File: src/rtl/vram_pkg.sv
// Shared encodings and default geometry for the VRAM row-operation engine.
package vram_pkg;

   localparam int unsigned COLS_BITS_DEF = 6;
   localparam int unsigned ROWS_BITS_DEF = 5;
   localparam int unsigned DATA_W_DEF    = 9;

   typedef enum logic [1:0] {
      MODE_FILL        = 2'd0,
      MODE_SCROLL_UP   = 2'd1,
      MODE_SCROLL_DOWN = 2'd2,
      MODE_RSVD        = 2'd3
   } mode_e;

   typedef enum logic [2:0] {
      ST_IDLE = 3'd0,
      ST_FILL = 3'd1,
      ST_RD   = 3'd2,
      ST_WR   = 3'd3,
      ST_DONE = 3'd4
   } state_e;

endpackage

File: src/rtl/vram_addr_walker.sv
// Row/column cell walker shared by the copy and fill phases; exposes the
// position it will hold after this edge so the top can register its address.
module vram_addr_walker #(
   parameter int unsigned COLS_BITS = 6,
   parameter int unsigned ROWS_BITS = 5,
   parameter int unsigned ADDR_W    = COLS_BITS + ROWS_BITS
) (
   input  logic              i_clk,
   input  logic              i_rst,
   input  logic              i_load,
   input  logic              i_down,
   input  logic [ADDR_W-1:0] i_start_row,
   input  logic [ADDR_W-1:0] i_end_row,
   input  logic              i_step,
   output logic              o_last_cell,
   output logic [ADDR_W-1:0] o_nxt_dst_addr,
   output logic [ADDR_W-1:0] o_nxt_src_addr
);

   localparam logic [ADDR_W-1:0] LAST_COL = ADDR_W'((2 ** COLS_BITS) - 1);

   logic [ADDR_W-1:0]    r_row, r_col, r_end;
   logic                 r_down;
   logic [ADDR_W-1:0]    w_nxt_row, w_nxt_col, w_nxt_end;
   logic                 w_nxt_down;
   logic                 w_last_col;
   logic [ROWS_BITS-1:0] w_src_row;

   assign w_last_col  = (r_col == LAST_COL);
   assign o_last_cell = w_last_col && (r_row == r_end);

   always_comb begin
      w_nxt_row  = r_row;
      w_nxt_col  = r_col;
      w_nxt_end  = r_end;
      w_nxt_down = r_down;
      if (i_load) begin
         w_nxt_row  = i_start_row;
         w_nxt_col  = '0;
         w_nxt_end  = i_end_row;
         w_nxt_down = i_down;
      end else if (i_step) begin
         if (w_last_col) begin
            w_nxt_col = '0;
            w_nxt_row = r_down ? (r_row - ADDR_W'(1)) : (r_row + ADDR_W'(1));
         end else begin
            w_nxt_col = r_col + ADDR_W'(1);
         end
      end
   end

   // Source row is the neighbour opposite to the walk direction.
   assign w_src_row = ROWS_BITS'(w_nxt_down ? (w_nxt_row - ADDR_W'(1))
                                            : (w_nxt_row + ADDR_W'(1)));
   assign o_nxt_dst_addr = {w_nxt_row[ROWS_BITS-1:0], w_nxt_col[COLS_BITS-1:0]};
   assign o_nxt_src_addr = {w_src_row, w_nxt_col[COLS_BITS-1:0]};

   always_ff @(posedge i_clk) begin
      if (i_rst) begin
         r_row  <= '0;
         r_col  <= '0;
         r_end  <= '0;
         r_down <= 1'b0;
      end else begin
         r_row  <= w_nxt_row;
         r_col  <= w_nxt_col;
         r_end  <= w_nxt_end;
         r_down <= w_nxt_down;
      end
   end

endmodule

File: src/rtl/vram_blit.sv
// Row fill / scroll-up / scroll-down engine that owns the VRAM port while busy.
module vram_blit
   import vram_pkg::*;
#(
   parameter int unsigned COLS_BITS = COLS_BITS_DEF,
   parameter int unsigned ROWS_BITS = ROWS_BITS_DEF,
   parameter int unsigned DATA_W    = DATA_W_DEF,
   parameter int unsigned ADDR_W    = COLS_BITS + ROWS_BITS
) (
   input  logic                 i_clk,
   input  logic                 i_rst,
   input  logic                 i_start,
   input  logic [1:0]           i_mode,
   input  logic [ROWS_BITS-1:0] i_first_row,
   input  logic [ROWS_BITS-1:0] i_last_row,
   input  logic [DATA_W-1:0]    i_fill,
   output logic                 o_busy,
   output logic                 o_done,
   output logic [ADDR_W-1:0]    o_vram_addr,
   output logic                 o_vram_ce,
   output logic                 o_vram_w,
   output logic [DATA_W-1:0]    o_vram_din,
   input  logic [DATA_W-1:0]    i_vram_dout
);

   state_e               r_state, w_state_nxt;
   mode_e                r_mode;
   logic [ROWS_BITS-1:0] r_first, r_last;
   logic [DATA_W-1:0]    r_fill, w_fill_nxt, r_din, w_din_nxt;
   logic                 r_busy, r_done, r_ce, r_w;
   logic [ADDR_W-1:0]    r_addr, w_addr_nxt;

   logic                 w_load, w_down, w_step, w_last_cell;
   logic [ADDR_W-1:0]    w_start_row, w_end_row, w_nxt_dst, w_nxt_src;

   vram_addr_walker #(
      .COLS_BITS (COLS_BITS),
      .ROWS_BITS (ROWS_BITS),
      .ADDR_W    (ADDR_W)
   ) u_walker (
      .i_clk          (i_clk),
      .i_rst          (i_rst),
      .i_load         (w_load),
      .i_down         (w_down),
      .i_start_row    (w_start_row),
      .i_end_row      (w_end_row),
      .i_step         (w_step),
      .o_last_cell    (w_last_cell),
      .o_nxt_dst_addr (w_nxt_dst),
      .o_nxt_src_addr (w_nxt_src)
   );

   always_ff @(posedge i_clk) begin
      if (i_rst) r_state <= ST_IDLE;
      else       r_state <= w_state_nxt;
   end

   always_comb begin
      w_state_nxt = r_state;
      w_load      = 1'b0;
      w_down      = 1'b0;
      w_step      = 1'b0;
      w_start_row = '0;
      w_end_row   = '0;
      w_fill_nxt  = r_fill;
      case (r_state)
         ST_IDLE: begin
            if (i_start && (i_mode != MODE_RSVD)) begin
               w_fill_nxt = i_fill;
               if (i_first_row > i_last_row) begin
                  w_state_nxt = ST_DONE;
               end else if ((i_mode == MODE_FILL) || (i_first_row == i_last_row)) begin
                  w_load      = 1'b1;
                  w_start_row = ADDR_W'(i_first_row);
                  w_end_row   = ADDR_W'(i_last_row);
                  w_state_nxt = ST_FILL;
               end else if (i_mode == MODE_SCROLL_UP) begin
                  w_load      = 1'b1;
                  w_start_row = ADDR_W'(i_first_row);
                  w_end_row   = ADDR_W'(i_last_row) - ADDR_W'(1);
                  w_state_nxt = ST_RD;
               end else begin
                  w_load      = 1'b1;
                  w_down      = 1'b1;
                  w_start_row = ADDR_W'(i_last_row);
                  w_end_row   = ADDR_W'(i_first_row) + ADDR_W'(1);
                  w_state_nxt = ST_RD;
               end
            end
         end
         ST_RD: w_state_nxt = ST_WR;
         ST_WR: begin
            // After the final copy, refill only the vacated row.
            if (w_last_cell) begin
               w_load      = 1'b1;
               w_start_row = (r_mode == MODE_SCROLL_DOWN) ? ADDR_W'(r_first) : ADDR_W'(r_last);
               w_end_row   = w_start_row;
               w_state_nxt = ST_FILL;
            end else begin
               w_step      = 1'b1;
               w_state_nxt = ST_RD;
            end
         end
         ST_FILL: begin
            if (w_last_cell) w_state_nxt = ST_DONE;
            else             w_step      = 1'b1;
         end
         ST_DONE: w_state_nxt = ST_IDLE;
         default: w_state_nxt = ST_IDLE;
      endcase
   end

   always_comb begin
      w_addr_nxt = '0;
      w_din_nxt  = '0;
      case (w_state_nxt)
         ST_FILL: begin
            w_addr_nxt = w_nxt_dst;
            w_din_nxt  = w_fill_nxt;
         end
         ST_RD:   w_addr_nxt = w_nxt_src;
         ST_WR:   w_addr_nxt = w_nxt_dst;
         default: w_addr_nxt = '0;
      endcase
   end

   always_ff @(posedge i_clk) begin
      if (i_rst) begin
         r_mode  <= MODE_FILL;
         r_first <= '0;
         r_last  <= '0;
         r_fill  <= '0;
         r_busy  <= 1'b0;
         r_done  <= 1'b0;
         r_ce    <= 1'b0;
         r_w     <= 1'b0;
         r_addr  <= '0;
         r_din   <= '0;
      end else begin
         if ((r_state == ST_IDLE) && i_start) begin
            r_mode  <= mode_e'(i_mode);
            r_first <= i_first_row;
            r_last  <= i_last_row;
         end
         r_fill <= w_fill_nxt;
         r_busy <= (w_state_nxt == ST_FILL) || (w_state_nxt == ST_RD) || (w_state_nxt == ST_WR);
         r_ce   <= (w_state_nxt == ST_FILL) || (w_state_nxt == ST_RD) || (w_state_nxt == ST_WR);
         r_w    <= (w_state_nxt == ST_FILL) || (w_state_nxt == ST_WR);
         r_done <= (w_state_nxt == ST_DONE);
         r_addr <= w_addr_nxt;
         r_din  <= w_din_nxt;
      end
   end

   assign o_busy      = r_busy;
   assign o_done      = r_done;
   assign o_vram_ce   = r_ce;
   assign o_vram_w    = r_w;
   assign o_vram_addr = r_addr;
   // Copy writes forward the read data that arrives in the WR cycle.
   assign o_vram_din  = (r_state == ST_WR) ? i_vram_dout : r_din;

endmodule

File: config.mk
export PLATFORM = sky130hd
export DESIGN_NAME = vram_blit
export DESIGN_NICKNAME = d
export VERILOG_FILES = /design/src/rtl/vram_pkg.sv /design/src/rtl/vram_addr_walker.sv /design/src/rtl/vram_blit.sv
export SDC_FILE = /design/constraint.sdc
export NUM_CORES = 1
export LEC_CHECK = 0
export ABC_AREA = 1
export ABC_CLOCK_PERIOD_IN_PS = 4800
export CAP_MARGIN = 20
export CORE_AREA = 2 2 102 104
export CTS_CLUSTER_DIAMETER = 30
export DETAILED_ROUTE_END_ITERATION = 10
export DIE_AREA = 0 0 104 106
export PLACE_DENSITY_LB_ADDON = 0.25
export SLEW_MARGIN = 20
export SYNTH_ARGS = -nofsm -noshare
export SYNTH_HDL_FRONTEND = slang
export SYNTH_HIERARCHICAL = 1
export SYNTH_SLANG_ARGS = --single-unit
File: constraint.sdc
create_clock -name i_clk -period 4.8 [get_ports i_clk]
set_input_delay 0.96 -clock i_clk [delete_from_list [all_inputs] [get_ports i_clk]]
set_output_delay 0.96 -clock i_clk [all_outputs]
set_load 0.03 [all_outputs]
==> flow_metrics.tcl <==
set metrics [dict create \
    critPathCaptureType "register" \
    min_to "r_first[2]" \
    cts_root_buf "clkbuf_8" \
    insertion_delay_ps 350 \
    finalMaxSlewViolations 0 \
    wl_met3_um 578 \
    synth_top_area_cell "dfxtp_1" \
    wl_per_cell_um 13.24 \
    io_buffers 56 \
    grt_antenna_before_repair 0 \
    ctsResizeCount 0 \
    multi_input_area_mm2 0.002715 \
    r2r-start "u_walker/r_col[7]" \
    antenna_cells 0 \
    synth.distinct_cells 48 \
    max_freq_mhz 227.4 \
    ys_seq_area_share_pct 33.84 \
    arrival_ps 4650 \
    clkTransAtPathRegs_ps 80 \
    antenna_left 0 \
    seq_area_mm2 0.001622 \
    rsz0062_at_grt "no" \
    synthMuxAreaShare_pct 1.880 \
    remaining_drc_errors 0 \
    grt_max_degree 26 \
    fin_crit_sh_pct 91.63 \
    dieArea_mm2 0.01102 \
    synth_top_area_share_pct 33.84 \
    path_cells "clkdlybuf4s50_1 > inv_1 > ha_1 > nand2_1 > nor2_1 > nand2_1 > nand3_1 > nand2_1 > nand2_1 > o21ai_2 > buf_12 > nor2_8 > o21ai_0 > o221ai_1 > inv_1 > ha_1 > nand2_1 > a21oi_1 > nor2_1 > xnor2_1 > inv_1 > xor2_2 > nand4_1 > nand2_1" \
    nets 789 \
    clock_path_buffers 2 \
    ys_seq_elements 81 \
    avgSynthCellArea_um2 6.996 \
    start_kind "primary input" \
    vias 4491 \
    ctsHtreeMaxLevel 3 \
    crit_path_max_incr_delay_ps 520 \
    worst_path_most_repeated_cell "nand2_1" \
    detailed_place_hpwl_um 8712 \
    coreArea_mm2 0.01000 \
    cts_hold_buf 0 \
    met1_length_um 5231 \
    dp_slack_ps 67.23 \
    hold_start "r_first[2]" \
    slew_headroom_pct 50.29 \
    path_buf_inv 5 \
    grtUsageTotal_pct 21.36 \
    syn_area_mm2 0.004792 \
    total_leakage_power_nw 2.654 \
    initial_utilization_pct 47.92 \
    run_status "complete, no violations" \
    numCtsBuffers 9 \
    synth_xor_area_share_pct 3.995 \
    yosysWarnings 6 \
    ir_worst_vdd_uv 164.1 \
    globalplace.congestion 0.9553 \
    placed_area_mm2 0.005431 \
    met2_length_um 5547 \
    holdPathStages 2 \
    r2r_slack_ps 570 \
    rows 37 \
    post-cts-setup-buffers 0 \
    drtIter0Drc 193 \
    synth_top_family_by_area "simple AND/OR/NAND/NOR gates" \
    r2r_end "o_vram_addr[10]" \
    die_w_um 104 \
    yosysMostFrequentCell "nand2_1" \
    fp.dieH_um 106 \
    hold_viol 0 \
    setup_slack_ps 401.7 \
    cpLargestDelayFamily "simple AND/OR/NAND/NOR gates" \
    finalClockSkew_ps 14.76 \
    fin_tns_setup_ps 0 \
    critical_path.max_fanout 22 \
    drt-pass1-iter-count 5 \
    synthAdderAreaFrac_pct 6.057 \
    ys_top_cells_by_count "nand2_1, nor2_1, dfxtp_1, inv_1, o21ai_0" \
    tritoncts "yes" \
    yosys.area_share.simple_pct 33.11 \
    synth-compound-area-share_pct 11.07 \
    drive_gt1_share_pct 7.317 \
    synth-edff-count 0 \
    finalWirelength_um 11570 \
    grt-ovfl-total 0 \
    maxCapViolCount 0 \
    synth_async_sr_flop_share_pct 0 \
    final_area_mm2 0.005670 \
    fillers 999 \
    ys.flop_type "dfxtp_1" \
    ios 57 \
    p_per_area_mw_per_mm2 315.1 \
    worstMarginPinSlew_ps 740.0 \
    setup_viol 0 \
    syn_inst 685 \
    slowest_stage "clkdlybuf4s50_1" \
    required_ps 5050 \
    syn2layout_area_growth_pct 18.33 \
    cts_sinks 81 \
    grt_pass1_vias 4222 \
    crit_type "in2reg" \
    grt_pass1_wl_um 19350 \
    dr.max_layer_used "met4" \
    min_period_ps 4398 \
    worstRegToRegCells 21 \
    hold_class "reg2reg" \
    vias_per_cell 5.138 \
    synth_area_leaders "dfxtp_1, nand2_1, nor2_1" \
]
==> where the power goes <==
group / internal [mW] / total, mW / switching, mW
Sequential: 0.722 / 0.755 / 0.0333
Combinational: 0.165 / 0.431 / 0.265
Clock: 0.346 / 0.601 / 0.255
==> worst reg2reg max path, delay by kind of cell, from the launching register on <==
kind	cells	cell delay, ps
AOI/OAI and AO/OA	3	630
xor gates and xnor gates	2	280
adders and majority gates	1	370
buffers and inverters	5	680
DFF	1	340
and+or+nand+nor	10	1830
==> registers in the layout, summed over array words and instances (netlist names) <==
register         flops
r_last               5
o_done               1
o_vram_ce            1
r_fill               9
r_din                9
o_vram_w             1
u_walker/r_down      1
u_walker/r_end      11
r_mode               2
o_vram_addr         11
u_walker/r_col      11
u_walker/r_row      11
r_first              5
r_state              3
==> through the flow <==
step / hold slack (ps) / util (%) / total power, mW / cells
3_3_place_gp: 435.0 / 54.32 / 1.188 / 859
3_5_place_dp: 439.0 / 54.32 / 1.196 / 859
6_report: 450.6 / 56.71 / 1.787 / 874
4_1_cts: 451.8 / 56.71 / 1.797 / 874
5_1_grt: 468.0 / 56.71 / 1.882 / 874
2_1_floorplan: 423.7 / - / 1.075 / 690
==> worst max-delay path by stage <==
stage / slack (ps) / from / end / cells past startpoint
after floorplan: 1000 / i_last_row[4] / o_vram_addr[10] / 24
after CTS: 440 / i_last_row[4] / o_vram_addr[10] / 24
final: 400 / i_last_row[4] / o_vram_addr[10] / 24
after global placement: 290 / i_last_row[2] / o_vram_addr[10] / 24
after detailed placement: 70 / i_last_row[2] / o_vram_addr[10] / 24
after global routing: 30 / i_last_row[4] / o_vram_addr[10] / 24
==> placed cells by master (no fill, tap or decap), types with 2 or more instances in the layout <==
cell / count
a21o_1: 2
a21oi_1: 28
a31oi_1: 4
buf_4: 5
bufinv_16: 3
clkbuf_8: 9
clkdlybuf4s50_1: 56
conb_1: 6
dfxtp_1: 81
fa_1: 2
ha_1: 20
inv_1: 74
inv_2: 5
inv_6: 2
mux2i_1: 9
nand2_1: 173
nand2_2: 3
nand2_4: 4
nand3_1: 33
nand3_2: 3
nand3_4: 3
nand3b_1: 2
nand4_1: 20
nor2_1: 89
nor2_4: 3
nor3_1: 6
nor3b_1: 3
o211ai_1: 5
o21ai_0: 43
o21ai_2: 3
o22ai_1: 2
xnor2_1: 13
xor2_1: 7
==> cell type report <==
class                   count  share of cell area, %
multi-input cells         499                  47.88
well taps                 136                  3.001
inverters                  81                  5.406
repair buffers             62                  10.90
flip-flops and latches     81                  28.60
clock buffers               9                  2.184
clock inverters             6                  2.030
==> kinds of logic (layout without fill, tap and decap cells) <==
group	count (synthesis)	in the layout
XOR/XNOR	21	21
adder cells (fa/ha/maj)	22	22
flip-flops	81	81
multiplexers	9	9
AND/OR/NAND/NOR	348	348
AO/OA/AOI/OAI	93	93
buffers and inverters	110	158
other	1	6
==> routing by layer <==
metal / up-vias / track usage, %
met5: - / 0
met4: 0 / 6.467
met3: 20 / 4.414
met2: 113 / 36.80
met1: 2070 / 26.95
li1: 2288 / -
No activity file was read; power rests on OpenSTA's default activity.
